### src/rtl/memshare_l1pa_shift_collector_if.sv
// Beat input and group output bundle for the L1PA shift collector.
// conflict_o exists only when MEMSHARE_COLLECT_CONFLICT_CHECK_EN is defined.
interface memshare_l1pa_shift_collector_if #(
    parameter int SHARE_GROUP_SIZE = 5,
    parameter int MSG_BITWIDTH     = 4,
    parameter int MAX_SEQ_LEN      = 4
);
    localparam int SW = (SHARE_GROUP_SIZE > 1) ? $clog2(SHARE_GROUP_SIZE) : 1;
    localparam int BW = $clog2(MAX_SEQ_LEN) + 1;

    logic                                     in_valid_i;
    logic                                     in_ready_o;
    logic [SW-1:0]                            l1pa_shift_i;
    logic                                     isGtr_i;
    logic [SHARE_GROUP_SIZE-1:0]              lane_mask_i;
    logic [SHARE_GROUP_SIZE*MSG_BITWIDTH-1:0] rdata_i;
    logic                                     out_valid_o;
    logic                                     out_ready_i;
    logic [SHARE_GROUP_SIZE*MSG_BITWIDTH-1:0] out_data_o;
    logic [SHARE_GROUP_SIZE-1:0]              out_lane_mask_o;
    logic [BW-1:0]                            out_beats_o;
    logic                                     seq_err_o;
    logic                                     err_o;
`ifdef MEMSHARE_COLLECT_CONFLICT_CHECK_EN
    logic                                     conflict_o;
`endif

    modport slave (
        input  in_valid_i, l1pa_shift_i, isGtr_i, lane_mask_i, rdata_i, out_ready_i,
        output in_ready_o, out_valid_o, out_data_o, out_lane_mask_o, out_beats_o,
`ifdef MEMSHARE_COLLECT_CONFLICT_CHECK_EN
        output conflict_o,
`endif
        output seq_err_o, err_o
    );

    modport master (
        output in_valid_i, l1pa_shift_i, isGtr_i, lane_mask_i, rdata_i, out_ready_i,
        input  in_ready_o, out_valid_o, out_data_o, out_lane_mask_o, out_beats_o,
`ifdef MEMSHARE_COLLECT_CONFLICT_CHECK_EN
        input  conflict_o,
`endif
        input  seq_err_o, err_o
    );
endinterface

### src/rtl/memshare_l1pa_shift_collector.sv
// Rotates each buffer beat into canonical lane order and merges it into a share-group
// accumulator; closes on isGtr or overflow. Optional macro: MEMSHARE_COLLECT_CONFLICT_CHECK_EN.
module memshare_l1pa_shift_collector #(
    parameter int SHARE_GROUP_SIZE = 5,
    parameter int MSG_BITWIDTH     = 4,
    parameter int MAX_SEQ_LEN      = 4
) (
    input logic                            sys_clk,
    input logic                            rstn,
    memshare_l1pa_shift_collector_if.slave bus
);
    localparam int N  = SHARE_GROUP_SIZE;
    localparam int W  = MSG_BITWIDTH;
    localparam int BW = $clog2(MAX_SEQ_LEN) + 1;

    logic [N-1:0][W-1:0] w_rdata, w_rot, w_acc_nxt, r_acc, r_out_data;
    logic [N-1:0]        w_wmask, w_mask_nxt, r_mask, r_out_mask;
    logic [BW-1:0]       r_cnt, r_out_beats;
    logic                w_fire, w_legal, w_ovf, w_close, w_err;
    logic                r_out_valid, r_seq_err, r_err;

    assign w_rdata = bus.rdata_i;
    assign w_legal = int'(bus.l1pa_shift_i) < N;
    assign w_fire  = bus.in_valid_i & bus.in_ready_o;
    assign w_ovf   = !bus.isGtr_i && (r_cnt == BW'(MAX_SEQ_LEN - 1));
    assign w_close = w_fire & (bus.isGtr_i | w_ovf);

    // Illegal shifts still count as a beat but write no lanes.
    assign w_wmask    = w_legal ? bus.lane_mask_i : '0;
    assign w_mask_nxt = r_mask | w_wmask;

    always_comb begin
        w_rot     = '0;
        w_acc_nxt = r_acc;
        for (int k = 0; k < N; k++) begin
            w_rot[k] = w_rdata[(k + int'(bus.l1pa_shift_i)) % N];
            if (w_wmask[k]) w_acc_nxt[k] = w_rot[k];
        end
    end

`ifdef MEMSHARE_COLLECT_CONFLICT_CHECK_EN
    logic w_conf, r_conf, r_out_conf;
    assign w_conf = |(w_wmask & r_mask);
    assign w_err  = !w_legal | w_ovf | w_conf;
    assign bus.conflict_o = r_out_conf;

    always_ff @(posedge sys_clk or negedge rstn) begin
        if (!rstn) begin
            r_conf     <= 1'b0;
            r_out_conf <= 1'b0;
        end else if (w_fire) begin
            if (w_close) begin
                r_out_conf <= r_conf | w_conf;
                r_conf     <= 1'b0;
            end else begin
                r_conf     <= r_conf | w_conf;
            end
        end
    end
`else
    assign w_err = !w_legal | w_ovf;
`endif

    always_ff @(posedge sys_clk or negedge rstn) begin
        if (!rstn) begin
            r_acc       <= '0;
            r_mask      <= '0;
            r_cnt       <= '0;
            r_out_valid <= 1'b0;
            r_out_data  <= '0;
            r_out_mask  <= '0;
            r_out_beats <= '0;
            r_seq_err   <= 1'b0;
            r_err       <= 1'b0;
        end else begin
            if (r_out_valid && bus.out_ready_i) r_out_valid <= 1'b0;
            if (w_fire) begin
                if (w_close) begin
                    // A close in the same edge as a drain wins and reloads the slot.
                    r_out_valid <= 1'b1;
                    r_out_data  <= w_acc_nxt;
                    r_out_mask  <= w_mask_nxt;
                    r_out_beats <= r_cnt + BW'(1);
                    r_seq_err   <= w_ovf;
                    r_acc       <= '0;
                    r_mask      <= '0;
                    r_cnt       <= '0;
                end else begin
                    r_acc       <= w_acc_nxt;
                    r_mask      <= w_mask_nxt;
                    r_cnt       <= r_cnt + BW'(1);
                end
                if (w_err) r_err <= 1'b1;
            end
        end
    end

    assign bus.in_ready_o      = !r_out_valid | bus.out_ready_i;
    assign bus.out_valid_o     = r_out_valid;
    assign bus.out_data_o      = r_out_data;
    assign bus.out_lane_mask_o = r_out_mask;
    assign bus.out_beats_o     = r_out_beats;
    assign bus.seq_err_o       = r_seq_err;
    assign bus.err_o           = r_err;
endmodule

### src/flat_wrapper.sv
// flat-port wrapper written by rule: the top's interface ports become plain ports
module memshare_l1pa_shift_collector_flat 
#(
    parameter int SHARE_GROUP_SIZE = 5,
    parameter int MSG_BITWIDTH     = 4,
    parameter int MAX_SEQ_LEN      = 4
)
  (sys_clk, rstn, bus_in_valid_i, bus_l1pa_shift_i, bus_isGtr_i, bus_lane_mask_i, bus_rdata_i, bus_out_ready_i, bus_in_ready_o, bus_out_valid_o, bus_out_data_o, bus_out_lane_mask_o, bus_out_beats_o, bus_seq_err_o, bus_err_o);
  memshare_l1pa_shift_collector_if #(.SHARE_GROUP_SIZE(SHARE_GROUP_SIZE), .MSG_BITWIDTH(MSG_BITWIDTH), .MAX_SEQ_LEN(MAX_SEQ_LEN)) bus_i ();
  input logic sys_clk;
  input logic rstn;
  input wire logic [$bits(bus_i.in_valid_i)-1:0] bus_in_valid_i;
  input wire logic [$bits(bus_i.l1pa_shift_i)-1:0] bus_l1pa_shift_i;
  input wire logic [$bits(bus_i.isGtr_i)-1:0] bus_isGtr_i;
  input wire logic [$bits(bus_i.lane_mask_i)-1:0] bus_lane_mask_i;
  input wire logic [$bits(bus_i.rdata_i)-1:0] bus_rdata_i;
  input wire logic [$bits(bus_i.out_ready_i)-1:0] bus_out_ready_i;
  output wire logic [$bits(bus_i.in_ready_o)-1:0] bus_in_ready_o;
  output wire logic [$bits(bus_i.out_valid_o)-1:0] bus_out_valid_o;
  output wire logic [$bits(bus_i.out_data_o)-1:0] bus_out_data_o;
  output wire logic [$bits(bus_i.out_lane_mask_o)-1:0] bus_out_lane_mask_o;
  output wire logic [$bits(bus_i.out_beats_o)-1:0] bus_out_beats_o;
  output wire logic [$bits(bus_i.seq_err_o)-1:0] bus_seq_err_o;
  output wire logic [$bits(bus_i.err_o)-1:0] bus_err_o;
  assign bus_i.in_valid_i = bus_in_valid_i;
  assign bus_i.l1pa_shift_i = bus_l1pa_shift_i;
  assign bus_i.isGtr_i = bus_isGtr_i;
  assign bus_i.lane_mask_i = bus_lane_mask_i;
  assign bus_i.rdata_i = bus_rdata_i;
  assign bus_i.out_ready_i = bus_out_ready_i;
  assign bus_in_ready_o = bus_i.in_ready_o;
  assign bus_out_valid_o = bus_i.out_valid_o;
  assign bus_out_data_o = bus_i.out_data_o;
  assign bus_out_lane_mask_o = bus_i.out_lane_mask_o;
  assign bus_out_beats_o = bus_i.out_beats_o;
  assign bus_seq_err_o = bus_i.seq_err_o;
  assign bus_err_o = bus_i.err_o;
  memshare_l1pa_shift_collector #(.SHARE_GROUP_SIZE(SHARE_GROUP_SIZE), .MSG_BITWIDTH(MSG_BITWIDTH), .MAX_SEQ_LEN(MAX_SEQ_LEN)) u_core (.sys_clk(sys_clk), .rstn(rstn), .bus(bus_i));
endmodule
### config.mk
export PLATFORM = sky130hd
export DESIGN_NAME = memshare_l1pa_shift_collector_flat
export DESIGN_NICKNAME = d
export VERILOG_FILES = /design/src/rtl/memshare_l1pa_shift_collector_if.sv /design/src/rtl/memshare_l1pa_shift_collector.sv /design/src/flat_wrapper.sv
export SDC_FILE = /design/constraint.sdc
export NUM_CORES = 1
export LEC_CHECK = 0
export CORE_ASPECT_RATIO = 0.75
export CORE_MARGIN = 3
export CORE_UTILIZATION = 45
export DETAILED_ROUTE_END_ITERATION = 10
export PLACE_DENSITY = 0.68
export SLEW_MARGIN = 20
export SYNTH_ARGS = -nofsm -noshare
export SYNTH_HDL_FRONTEND = slang
export SYNTH_SLANG_ARGS = --single-unit
### constraint.sdc
create_clock -name sys_clk -period 4.6 [get_ports sys_clk]
set_clock_uncertainty 0.05 [all_clocks]
set_input_delay 0.46 -clock sys_clk [delete_from_list [all_inputs] [get_ports sys_clk]]
set_output_delay 0.46 -clock sys_clk [all_outputs]
set_load 0.02 [all_outputs]
==> qor.yml <==
antenna_found_initial: 0
end_kind: "register"
core_area_um2: 9200
vias: 4185
synth_top_cell_by_area: "dfrtp_1"
holdBufCountCts: 0
fin_tns_setup_ps: 0
clock_sinks: 59
p_per_area_nw_per_um2: 404
area_delta_synth_final_pct: 24.1
post_cts_resized: 0
finalSetupViolations: 0
dr_wl_met3_um: 843
worst_slew_pin_slew_ps: 998
cts-htree-levels: 3
hold_path.class: "input pin to asynchronous set/reset pin"
critPathKind: "input pin to register"
grt_setup_unrepaired: "no"
nFillCells: 833
synthTopCellsByArea: "dfrtp_1 (34%), mux2i_1 (6.3%), nand2_1 (5.4%), ha_1 (4.9%), nor2_1 (3.3%)"
grt_max_degree: 60
diodes: 0
peakVddDrop_mv: 0.305
ys_async_sr_fraction: 1.00
worstSetupStartpointType: "input pin"
cts_tree: "yes"
yosysTopAreaCellShare: 0.342
arrival_ps: 4010
route.met2.wl_um: 5640
met1_length_um: 6180
syn-instance-count: 485
dr.max_layer_used: "met4"
synth_fp_nets: 535
dieArea_um2: 10800
min_period_ps: 3800
drt_iter0_markers: 477
drc: 0
ys_ff_latch: 59
via_per_inst: 6.14
power_leakage_nw: 2.27
grt_pass1_wl_um: 21100
maxSlewHeadroom: 0.330
cts.clk_slew.worst_paths_ps: 50
cts_buffers: 9
status: "finished, final reports clean"
cts_setup_buffers: 0
max-clock-path-buffers: 2
postRouteWirelength_um: 12800
ant_nets: 0
overflow: 0
synth_ff_type: "dfrtp_1"
track_usage: 0.242
r2r_setup_slack_ps: 2020
nNetsFinal: 599
die_h_um: 90.8
drv_slew: 0
die_w_um: 119
p_total_mw: 2.16
dpl.hpwl_um: 9560
clock_latency_ps: 330
first_pass_iters: 5
yosys_warnings: 0
top_level_ports: 65
netlist-cell-type-count: 70
netlist_area_um2: 4320
cp.required_ps: 4810
port_buffers: 64
wl_per_cell_um: 18.7
max_freq_mhz: 263
fin_crit_sh: 0.826
layout-drive-gt1-share: 0.0921
grt_pass1_vias: 3937
start_util: 0.469
gp_congestion: 0.957
fp-row-count: 30
syn_area_per_cell_um2: 8.90
yosysSeqAreaShare: 0.342
root_buffer: "clkbuf_16"
cp_max_fo: 14
drv_cap: 0
synth_edf_count: 0
finalHoldViolations: 0
area by class of cell:
cell class              count  area [um2]  area share
multi-input cells         385        2650       0.495
flip-flops and latches     59        1480       0.276
repair buffers             76         726       0.136
clock buffers              15         268      0.0500
well taps                 128         160      0.0299
inverters                  18        67.6      0.0126
clock inverters             1        7.51     0.00140
metrics by stage:
stage	util	hold slack [ps]	std cells	area, um2	setup slack [ps]
floorplan	-	114	485	4320	1260
global placement	0.552	393	666	5080	586
detailed placement	0.552	395	666	5080	487
CTS	0.582	255	682	5360	826
global route	0.582	281	682	5360	447
finish	0.582	217	682	5360	801
kinds of logic after synthesis:
group           share of synthesized area
buf+inv                            0.0452
simple gates                        0.163
xor+xnor                          0.00986
mux                                0.0992
flops                               0.342
compound gates                      0.289
fa+ha+maj                          0.0516
routing by layer:
layer  up-vias  track usage
met5         -            0
met4         0       0.0501
met3        11       0.0470
met2       197        0.362
met1      2024        0.363
li1       1953            -
path summary, 6_finish.rpt:
path,start,end,cells after the start
min reg2reg,u_core.bus.err_o,u_core.bus.err_o,1
max reg2reg,u_core.r_cnt[0],u_core.r_acc[5],8
max,bus_l1pa_shift_i[1],u_core.r_acc[4],14
min in group sys_clk,u_core.bus.err_o,u_core.bus.err_o,1
min,rstn,u_core.bus.out_data_o[18],2
max in group asynchronous,rstn,u_core.r_acc[4],2
where the power goes:
| part | switching [mW] | internal (mW) | total, mW | leakage [nW] |
|---|---|---|---|---|
| combinational | 0.449 | 0.372 | 0.821 | 1.39 |
| sequential | 0.0760 | 0.643 | 0.719 | 0.749 |
| clock | 0.227 | 0.394 | 0.622 | 0.130 |
layout by cell type (no fill, tap or decap), drive strengths merged, types with 3 or more instances in the layout:
cell type / synthesis / final
nand4: 3 / 3
xnor2: 3 / 3
mux2i: 28 / 28
o22ai: 4 / 4
nand2: 62 / 62
mux4: 4 / 4
inv: 17 / 17
a22oi: 7 / 7
or3: 4 / 4
nor3: 10 / 10
o22a: 6 / 6
a21o: 7 / 7
dfrtp: 59 / 59
nand3: 13 / 13
o31ai: 9 / 9
mux2: 4 / 4
o21ai: 38 / 38
a22o: 8 / 8
clkdlybuf4s50: 0 / 63
buf: 9 / 13
a221o: 8 / 8
ha: 17 / 17
a21oi: 29 / 29
a221oi: 8 / 8
clkbuf: 14 / 15
a21boi: 6 / 6
nor2: 40 / 40
and2: 8 / 8
o21a: 10 / 10
nand2b: 3 / 3
o221ai: 6 / 6
a31oi: 13 / 13
sequential cells by signal, summed over array words and instances, names as in the netlist:
signal,count
u_core.bus.err_o,1
u_core.bus.out_valid_o,1
u_core.bus.out_data_o,20
u_core.bus.seq_err_o,1
u_core.bus.out_beats_o,3
u_core.r_mask,5
u_core.r_cnt,3
u_core.r_acc,20
u_core.bus.out_lane_mask_o,5
cells in the mapped netlist (6+ instances only):
library cell and number:
nand2_1 62, dfrtp_1 59, nor2_1 38, o21ai_0 28, a21oi_1 27, mux2i_1 27
ha_1 17, inv_1 15, a31oi_1 13, nand3_1 13, clkbuf_1 12, nor3_1 10
o21a_1 10, o21ai_1 9, o31ai_1 9, a221o_1 8, a22o_1 8, a21o_1 7
a22oi_1 7, and2_1 6, o22a_1 6
critical path, cell delays in order:
cell and delay, ps:
clkdlybuf4s50_1 690, inv_1 110, ha_1 560, clkinv_1 110
buf_4 180, nand2_1 60, ha_1 210, nand2b_1 130
a21oi_1 270, o21ai_0 120, mux2i_1 230, nand4_1 170
nor3_1 440, a221o_1 250
Note: power is estimated with default switching activity, not from simulation.
